**src/rtl/mips_pkg.sv**
```systemverilog
// mips_pkg: shared widths, zero-register index and writeback arbiter FSM states.
package mips_pkg;
  localparam int REG_IDX_W = 5;
  localparam int DATA_W = 32;
  localparam logic [REG_IDX_W-1:0] ZERO_REG = 5'd0;
  typedef enum logic {PRI_ALU = 1'b0, PRI_MEM = 1'b1} priState_t;
endpackage

```
**src/rtl/regwb_skid.sv**
```systemverilog
// regwb_skid: one-entry skid buffer; Ready depends only on occupancy (and Reset), never on Valid.
module regwb_skid
  import mips_pkg::*;
(
  input  logic                 Clk,
  input  logic                 Reset,
  input  logic                 InValid,
  input  logic [REG_IDX_W-1:0] InReg,
  input  logic [DATA_W-1:0]    InData,
  output logic                 InReady,
  output logic                 OutValid,
  output logic [REG_IDX_W-1:0] OutReg,
  output logic [DATA_W-1:0]    OutData,
  input  logic                 OutTake
);
  logic full;
  assign InReady = !full && !Reset;
  assign OutValid = full;
  always_ff @(posedge Clk or posedge Reset) begin
    if (Reset) begin
      full <= 1'b0;
      OutReg <= '0;
      OutData <= '0;
    end else if (InValid && InReady) begin
      full <= 1'b1;
      OutReg <= InReg;
      OutData <= InData;
    end else if (OutTake) begin
      full <= 1'b0;
    end
  end
endmodule

```
**src/rtl/regwb_arbiter.sv**
```systemverilog
// regwb_arbiter: round-robin arbiter merging ALU and load writebacks onto one register-file port.
// Define REGWB_SKID_EN to insert a one-entry skid buffer per requester (registered Ready, 2-cycle latency).
module regwb_arbiter
  import mips_pkg::*;
#(
  parameter int CNT_W = 16
) (
  input  logic                 Clk,
  input  logic                 Reset,
  input  logic                 AluValid,
  input  logic [REG_IDX_W-1:0] AluReg,
  input  logic [DATA_W-1:0]    AluData,
  output logic                 AluReady,
  input  logic                 MemValid,
  input  logic [REG_IDX_W-1:0] MemReg,
  input  logic [DATA_W-1:0]    MemData,
  output logic                 MemReady,
  output logic                 RegWrite,
  output logic [REG_IDX_W-1:0] WriteReg,
  output logic [DATA_W-1:0]    WriteData,
  output logic [1:0]           Grant,
  output logic [CNT_W-1:0]     ConflictCount
);
  priState_t state, stateNext;
  logic aluReq, memReq, grantAlu, grantMem;
  logic [REG_IDX_W-1:0] aluReg, memReg, selReg;
  logic [DATA_W-1:0] aluData, memData, selData;
`ifdef REGWB_SKID_EN
  regwb_skid uAluSkid (
    .Clk(Clk), .Reset(Reset), .InValid(AluValid), .InReg(AluReg), .InData(AluData), .InReady(AluReady),
    .OutValid(aluReq), .OutReg(aluReg), .OutData(aluData), .OutTake(grantAlu)
  );
  regwb_skid uMemSkid (
    .Clk(Clk), .Reset(Reset), .InValid(MemValid), .InReg(MemReg), .InData(MemData), .InReady(MemReady),
    .OutValid(memReq), .OutReg(memReg), .OutData(memData), .OutTake(grantMem)
  );
`else
  assign aluReq = AluValid;
  assign aluReg = AluReg;
  assign aluData = AluData;
  assign memReq = MemValid;
  assign memReg = MemReg;
  assign memData = MemData;
  assign AluReady = grantAlu;
  assign MemReady = grantMem;
`endif
  // A lone requester always wins; the priority state only breaks ties.
  always_comb begin
    grantAlu = !Reset && aluReq && (!memReq || state == PRI_ALU);
    grantMem = !Reset && memReq && !grantAlu;
    selReg = grantAlu ? aluReg : memReg;
    selData = grantAlu ? aluData : memData;
    stateNext = grantAlu ? PRI_MEM : grantMem ? PRI_ALU : state;
  end
  always_ff @(posedge Clk or posedge Reset) begin
    if (Reset) state <= PRI_ALU;
    else state <= stateNext;
  end
  always_ff @(posedge Clk or posedge Reset) begin
    if (Reset) begin
      RegWrite <= 1'b0;
      WriteReg <= '0;
      WriteData <= '0;
      Grant <= '0;
      ConflictCount <= '0;
    end else begin
      RegWrite <= (grantAlu || grantMem) && selReg != ZERO_REG;
      if (grantAlu || grantMem) begin
        WriteReg <= selReg;
        WriteData <= selData;
        Grant <= {grantMem, grantAlu};
      end
      if (aluReq && memReq && !(&ConflictCount)) ConflictCount <= ConflictCount + 1'b1;
    end
  end
endmodule

```
**config.mk**
```make
export PLATFORM = sky130hd
export DESIGN_NAME = regwb_arbiter
export DESIGN_NICKNAME = d
export VERILOG_FILES = /design/src/rtl/mips_pkg.sv /design/src/rtl/regwb_skid.sv /design/src/rtl/regwb_arbiter.sv
export SDC_FILE = /design/constraint.sdc
export NUM_CORES = 1
export LEC_CHECK = 0
export ABC_CLOCK_PERIOD_IN_PS = 1720
export BUFFER_PORTS_ARGS = -buffer_cell sky130_fd_sc_hd__buf_2
export CORE_MARGIN = 5
export CORE_UTILIZATION = 41
export CTS_CLUSTER_DIAMETER = 120
export DETAILED_ROUTE_END_ITERATION = 10
export GPL_TIMING_DRIVEN = 0
export PLACE_DENSITY_LB_ADDON = 0.3
export SLEW_MARGIN = 0
export SYNTH_ARGS = -nofsm -noshare
export SYNTH_HDL_FRONTEND = slang
export SYNTH_SLANG_ARGS = --single-unit
```
**constraint.sdc**
```tcl
create_clock -name Clk -period 1.72 [get_ports Clk]
set_input_delay 0 -clock Clk [delete_from_list [all_inputs] [get_ports Clk]]
set_output_delay 0 -clock Clk [all_outputs]
set_load 0.05 [all_outputs]
```
==> results by group, run 1 <==
Timing
  • Max Fclk: 614 MHz
  • Slew Limit Fails: 0
  • Setup Viol. Count Final: 0
  • Slew Limit Headroom: 53.3%
  • Sum Neg Setup Slack: 0 ns
  • Hold slack: 0.00158 ns
  • Fin Clk Skew: 0.00409 ns
  • Endpoints failing hold: 0
  • Worst Max-Slew Pin Slew: 0.699 ns
  • Tcrit/Tclk final: 94.7%
  • Min Tclk post-route: 1.63 ns
  • RSZ-0062 raised after global routing: true

Critical path
  • R2R Path Start: ConflictCount[0]$_DFFE_PP0P_
  • Crit Path Category: register to register
  • Worst Path Required: 1.91 ns
  • CP cell instances: ha_1, nand3_1, nor4_4, nor2_2, mux2_4
  • CP Data Arrival Time: 1.82 ns
  • CP peak stage delay: 0.43 ns
  • Setup crit end kind: register
  • Cell family with most CP delay: simple AND/OR/NAND/NOR gates
  • WP buf/inv: 0
  • Reg2Reg Depth: 5
  • Worst flop-to-flop path endpoint: ConflictCount[1]$_DFFE_PP0P_
  • Worst setup path endpoint: ConflictCount[1]$_DFFE_PP0P_
  • CP max FO: 5
  • Slowest-stage cell, CP: dfrtp_1
  • CP Launch Type: register
  • Worst Setup SP: ConflictCount[0]$_DFFE_PP0P_
  • Stages on worst setup path: 5
  • Reg2Reg Setup Slack: 0.09 ns

Placed design
  • Port Buf Inserts: 135
  • DP Wirelength: 5410 um
  • Global placer's final weighted congestion: 0.811
  • # placed instances: 465

Die
  • Cell row count: 29
  • Chip width: 90.7 um
  • Core area: 6350 sq um
  • Starting Density: 42.0%
  • Area of the die: 8220 sq um
  • Io pins: 136
  • Die Y: 90.7 um

Clock tree
  • CTS tree: built
  • Clock Latency Late Sink: 0.30 ns
  • CTS Buf Count: 5
  • CTS Root Cell: clkbuf_8
  • Clk sinks: 56
  • Post-CTS Setup Bufs: 0
  • # H-tree levels: 2
  • Clock slew at reported path FFs: 0.10 ns
  • CTS Buffer Depth: 2

GRT
  • Gr usage total: 18.7%
  • Pin count of the biggest net entering global routing: 30
  • Global-route wire length before repair: 12,700 um
  • Vias in the first global route: 2,589
  • Grt ovf: 0
  • Initial antenna violation count: 0

Power and ir drop
  • Flop pwr share: 43.4%
  • P per Cell Area: 998 nW/um^2
  • Internal Power: 2210 uW
  • NetSw: 1620 uW
  • Combinational group share of total power: 38.8%
  • Max IR drop VDD: 989 uV
  • LEAKAGE: 0.00193 uW
  • Clk pwr share: 17.8%
  • Sw frac: 42.3%

Route
  • Routed WL per cell: 15.7 um
  • Via count: 2,555
  • DRC: 0
  • Via density per instance: 5.09
  • Antenna Nets Post-Route: 0
  • DRT iter0 DRCs: 68
  • Final WL: 7890 um
  • First drt pass iteration count: 4

Min path
  • Worst min path class: input port to register

Logic synthesis
  • Post-synth EDFFs: 0
  • Async SR Flop Fraction: 100%
  • Mean post-synth cell area: 10.5 sq um
  • Top cell type by total area after synthesis: dfrtp_1
  • Synth unique cells: 34
  • FF+latch count, synth: 56
  • Synth top area cells: dfrtp_1 (53%), mux2i_1 (14%), o21ai_0 (7.1%)
  • Commonest cells post-synth: dfrtp_1 (56), nand2_1 (42), o21ai_0 (38)
  • Synth top area share: 52.5%
  • Primary FF master, synth: dfrtp_1
  • Sequential share of the synthesized area: 52.5%
  • Most common cell in the netlist: dfrtp_1
  • Synth Cell Area: 2670 sq um
  • Synthesized net count: 332
  • Yosys warns: 0
  • Syn Inst Count: 253

Cells and area
  • Layout Nets: 504
  • Fraction of layout cells with a size suffix above 1: 38.1%
  • Area Overhead vs Synth: 43.7%
  • Fill cells: 541
  • Post-Layout Cell Count: 502
  • Post-layout util: 60.4%
  • Antenna fix cells: 0

Run
  • MaxCap Viol Count: 0

Outcome
  • Run status: complete, no violations
## worst min-delay path: stages
cell and delay, ns:
buf_2 0.08, mux2i_1 0.05, o21ai_0 0.13
## flip-flops by register name, summed over array words and instances, names as in the netlist
name,cells
WriteData,32
RegWrite,1
ConflictCount,16
Grant,2
WriteReg,5
## worst min-delay path by stage
| stage | from | to | slack [ns] | depth (start not counted) |
|---|---|---|---|---|
| finish | MemData[8] | WriteData[8]$_DFFE_PP0P_ | 0.002 | 3 |
| global placement | MemData[24] | WriteData[24]$_DFFE_PP0P_ | 0.29 | 3 |
| global route | AluData[21] | WriteData[21]$_DFFE_PP0P_ | 0.005 | 3 |
| CTS | MemData[11] | WriteData[11]$_DFFE_PP0P_ | 0.004 | 3 |
| floorplan | Reset | MemReady | 0.07 | 1 |
| detailed placement | MemData[25] | WriteData[25]$_DFFE_PP0P_ | 0.30 | 3 |
## cells by family after synthesis
kind of cell	Yosys count	share of synthesized area (%)
fa+ha+maj	1	0.469
mux	38	14.4
buf+inv	16	3.10
xor+xnor	12	3.94
compound gates	47	9.33
flops	56	52.5
simple gates	83	16.2
## layout make-up
class                           count  area, sq um  share of cell area [%]
Buffer                             15         85.1                    2.22
Clock buffer                        6         72.6                    1.89
Clock inverter                      1         5.00                   0.131
Inverter                            1         7.51                   0.196
Multi-Input combinational cell    181         1200                    31.2
Sequential cell                    56         1400                    36.6
Tap cell                           77         96.3                    2.51
Timing Repair Buffer              163          956                    24.9
Timing Repair inverter              2         12.5                   0.326
## layout by cell type (no fill, tap or decap), types with 2 or more instances in the layout
| master | netlist | final |
|---|---|---|
| nand2_1 | 42 | 42 |
| clkbuf_1 | 7 | 8 |
| o21ai_0 | 38 | 38 |
| clkinvlp_4 | 0 | 2 |
| buf_4 | 5 | 5 |
| a21oi_1 | 2 | 2 |
| dfrtp_1 | 56 | 56 |
| nor2_2 | 1 | 2 |
| nand4_2 | 2 | 2 |
| mux2i_1 | 37 | 37 |
| nor3_1 | 3 | 3 |
| a21o_1 | 2 | 2 |
| buf_2 | 3 | 137 |
| xnor2_1 | 9 | 9 |
| xor2_1 | 3 | 3 |
| nand3_1 | 9 | 9 |
| and3_1 | 6 | 6 |
| nor2_1 | 4 | 3 |
| dlygate4sd3_1 | 0 | 28 |
| nand4_1 | 7 | 7 |
| a31oi_1 | 2 | 2 |
| clkbuf_8 | 0 | 5 |
## power groups by stage
| stage | combinational, uW | clock, uW | sequential [uW] |
|---|---|---|---|
| detailed placement | 1430 | 0 | 1680 |
| global route | 1570 | 752 | 1690 |
| CTS | 1490 | 698 | 1660 |
| finish | 1480 | 681 | 1660 |
| global placement | 1420 | 0 | 1670 |
| floorplan | 379 | 0 | 2330 |
## what timing repair did
item	CTS	global route
cloned	2	0
pin swaps	1	0
resized for setup	0	1
hold buffers	26	2
endpoints found under the setup margin	43	3
hold endpoints to repair	39	30
## routing by layer
metal | vias up | routed length (um) | track usage [%]
li1 | 1235 | - | -
met3 | 6 | 395 | 3.50
met5 | - | 0 | 0
met1 | 1237 | 3330 | 24.0
met4 | 0 | 71 | 4.71
met2 | 77 | 4090 | 32.4
## per-stage QoR
stage | worst slack [ns] | power (uW) | cell area (sq um)
after floorplan | -0.294 | 2710 | 2690
after global placement | -1.19 | 3090 | 3460
after detailed placement | -1.23 | 3120 | 3460
after CTS | 0.0811 | 3840 | 3810
after global routing | -0.00532 | 4020 | 3830
final | 0.0907 | 3830 | 3830
(Power assumes the default switching activity.)
==> run 2: changes to the inputs <==
--- a/config.mk
+++ b/config.mk
@@ -5,10 +5,9 @@
 export SDC_FILE = /design/constraint.sdc
 export NUM_CORES = 1
 export LEC_CHECK = 0
-export ABC_CLOCK_PERIOD_IN_PS = 1720
+export ABC_CLOCK_PERIOD_IN_PS = 1950
 export BUFFER_PORTS_ARGS = -buffer_cell sky130_fd_sc_hd__buf_2
-export CORE_MARGIN = 5
-export CORE_UTILIZATION = 41
+export CORE_UTILIZATION = 45
 export CTS_CLUSTER_DIAMETER = 120
 export DETAILED_ROUTE_END_ITERATION = 10
 export GPL_TIMING_DRIVEN = 0
==> constraint.sdc (replaced) <==
create_clock -name Clk -period 1.95 [get_ports Clk]
set_input_delay 0 -clock Clk [delete_from_list [all_inputs] [get_ports Clk]]
set_output_delay 0 -clock Clk [all_outputs]
set_load 0.05 [all_outputs]
==> results by group, run 2 (synthesis gave the netlist of run 1 again) <==
Placed design
  • Global placer's final weighted congestion: 0.784 (-3.3%)
  • Cell Area, Placed: 3450 sq um (-0.36%)
  • DP Wirelength: 5010 um (-7.3%)
  • Port Buf Inserts: 135 (unchanged)

Run
  • MaxCap Viol Count: 0 (unchanged)

Critical path
  • CP dominant cell by count: buf_2
  • Worst Path Required: 1.95 ns (+0.04 ns)
  • CP cell instances: dlygate4sd3_1, buf_2, clkinvlp_4, and3_1, buf_2, nor3b_4, buf_2
  • Reg2Reg Depth: 5 (unchanged)
  • CP peak stage delay: 0.55 ns (+0.12 ns)
  • Cell family with most CP delay: buffers and inverters
  • CP max FO: 6 (+1)
  • CP Data Arrival Time: 1.74 ns (-0.08 ns)
  • Slowest-stage cell, CP: dlygate4sd3_1
  • Reg2Reg Setup Slack: 0.24 ns (+0.15 ns)
  • Worst Setup SP: Reset
  • Worst flop-to-flop path endpoint: ConflictCount[1]$_DFFE_PP0P_
  • CP Launch Type: input port
  • Crit Path Category: input port to output pin
  • Setup crit end kind: output pin
  • WP buf/inv: 5 (+5)
  • R2R Path Start: ConflictCount[0]$_DFFE_PP0P_

Cells and area
  • Post-route cell area: 3680 sq um (-3.9%)
  • Area Overhead vs Synth: 38.1%
  • Fraction of layout cells with a size suffix above 1: 40.0% (+1.8 points)
  • Most flop-heavy register: WriteData
  • Most frequent cells in the layout: buf_2 (138), dfrtp_1 (56), nand2_1 (42)
  • Biggest regs: WriteData x32, ConflictCount x16, WriteReg x5
  • Antenna fix cells: 0 (unchanged)
  • Largest register FFs: 32 (unchanged)
  • Post-layout util: 65.7% (+5.3 points)
  • Leading cell type in the layout, fill and taps excluded: buf_2
  • Layout Nets: 486 (-3.6%)

GRT
  • Gr usage total: 21.9% (+3.1 points)
  • Initial antenna violation count: 0 (unchanged)
  • Pin count of the biggest net entering global routing: 30 (unchanged)
  • Vias in the first global route: 2,283 (-12%)
  • Global-route wire length before repair: 10,700 um (-16%)
  • Grt ovf: 0 (unchanged)

Power and ir drop
  • P per Cell Area: 941 nW/um^2 (-5.7%)
  • Design Power: 3470 uW (-9.3%)
  • LEAKAGE: 0.00188 uW (-2.6%)
  • Max IR drop VDD: 670 uV (-32%)

Timing
  • Fin Clk Skew: 0.00979 ns (+0.00570 ns)
  • Max Fclk: 576 MHz
  • Setup Viol. Count Final: 0 (unchanged)
  • RSZ-0062 raised after global routing: false
  • Endpoints failing hold: 3 (+3)
  • Worst Max-Slew Pin Slew: 0.671 ns (-0.0275 ns)
  • Slew Limit Fails: 0 (unchanged)
  • Slew Limit Headroom: 55.1% (+1.8 points)
  • Min Tclk post-route: 1.74 ns
  • Hold slack: -0.00292 ns (-0.00450 ns)
  • Tcrit/Tclk final: 89.1%

Route
  • First drt pass iteration count: 4 (unchanged)
  • Via count: 2,444 (-4.3%)
  • DRC: 0 (unchanged)
  • DRT iter0 DRCs: 119 (+75%)
  • Routed WL per cell: 14.2 um (-9.6%)
  • Final WL: 6820 um (-14%)
  • Antenna Nets Post-Route: 0 (unchanged)
  • Via density per instance: 5.09 (about the same)

Clock tree
  • CTS Root Cell: clkbuf_8
  • CTS tree: built
  • Clock Latency Late Sink: 0.30 ns (about the same)
  • CTS Buffer Depth: 2 (unchanged)
  • Post-CTS Setup Bufs: 0 (unchanged)
  • # H-tree levels: 2 (unchanged)
  • CTS Buf Count: 5 (unchanged)
  • Clock slew at reported path FFs: 0.10 ns (about the same)
  • Clk sinks: 56 (unchanged)

Min path
  • Hold path startpoint: AluData[14]
  • Hold endpoint: WriteData[14]$_DFFE_PP0P_
  • Worst min path class: input port to register
  • Hold depth: 3 (unchanged)

Die
  • Core area: 5610 sq um (-12%)
  • Starting Density: 47.6% (+5.6 points)
  • Io pins: 136 (unchanged)
  • Chip width: 79.0 um (-13%)
  • Area of the die: 6240 sq um (-24%)
  • Cell row count: 27 (-6.9%)
  • Die Y: 79.0 um (-13%)

Outcome
  • Run status: finished with violations
  • Violated checks: hold timing
==> run 2: cell type report <==
type | instances | area, sq um
buffer | 15 | 80.1
clock buffer | 6 | 72.6
sequential | 56 | 1400
timing repair inverter | 1 | 7.51
multi-input combinational | 181 | 1190
clock inverter | 2 | 35.0
fill | 479 | 1920
inverter | 1 | 7.51
tap | 72 | 90.1
timing repair buffer | 146 | 796
==> run 2: worst max-delay path by stage <==
stage                                      endpoint  slack [ns]  cells after the start
after global placement    WriteData[18]$_DFFE_PP0P_       -0.85                      7
after floorplan                Grant[1]$_DFFE_PP0P_       -0.11                      5
after global routing       WriteData[8]$_DFFE_PP0P_        0.02                      8
final                                      MemReady        0.21                      7
after detailed placement  WriteData[15]$_DFFE_PP0P_       -0.91                      7
after CTS                 WriteData[24]$_DFFE_PP0P_        0.20                      8
==> run 2: through the flow <==
stage | worst slack, ns | cells | setup TNS, ns
after detailed placement | -0.909 | 460 | -31.68
after floorplan | -0.111 | 253 | -0.111
after CTS | 0.201 | 478 | 0
final | 0.213 | 480 | 0
after global placement | -0.853 | 460 | -30.77
after global routing | 0.0186 | 480 | 0
==> run 2: power by group <==
| group | total (uW) | leakage [uW] | switching (uW) | internal (uW) |
|---|---|---|---|---|
| registers | 1460 | 0.000704 | 136 | 1330 |
| clock network | 732 | 0.0000552 | 350 | 382 |
| logic | 1270 | 0.00112 | 921 | 354 |
==> run 2: tightest hold or removal path: stages <==
cell and delay (ns):
buf_2 0.07, mux2i_1 0.05, o21ai_0 0.14
==> run 2: what timing repair did <==
item                                    in CTS  in global routing
hold buffers                                 9                  2
pin swaps                                    0                  0
endpoints found under the hold margin       32                  2
gates resized for setup                      0                  2
cloned                                       1                  0
endpoints found under the setup margin      42                  1
==> run 2: routing by layer <==
metal	vias to the layer above	track usage [%]	routed length (um)
met3	8	3.33	473
li1	1199	-	-
met1	1127	28.6	2930
met2	110	38.0	3360
met4	0	5.27	61
met5	-	0	0
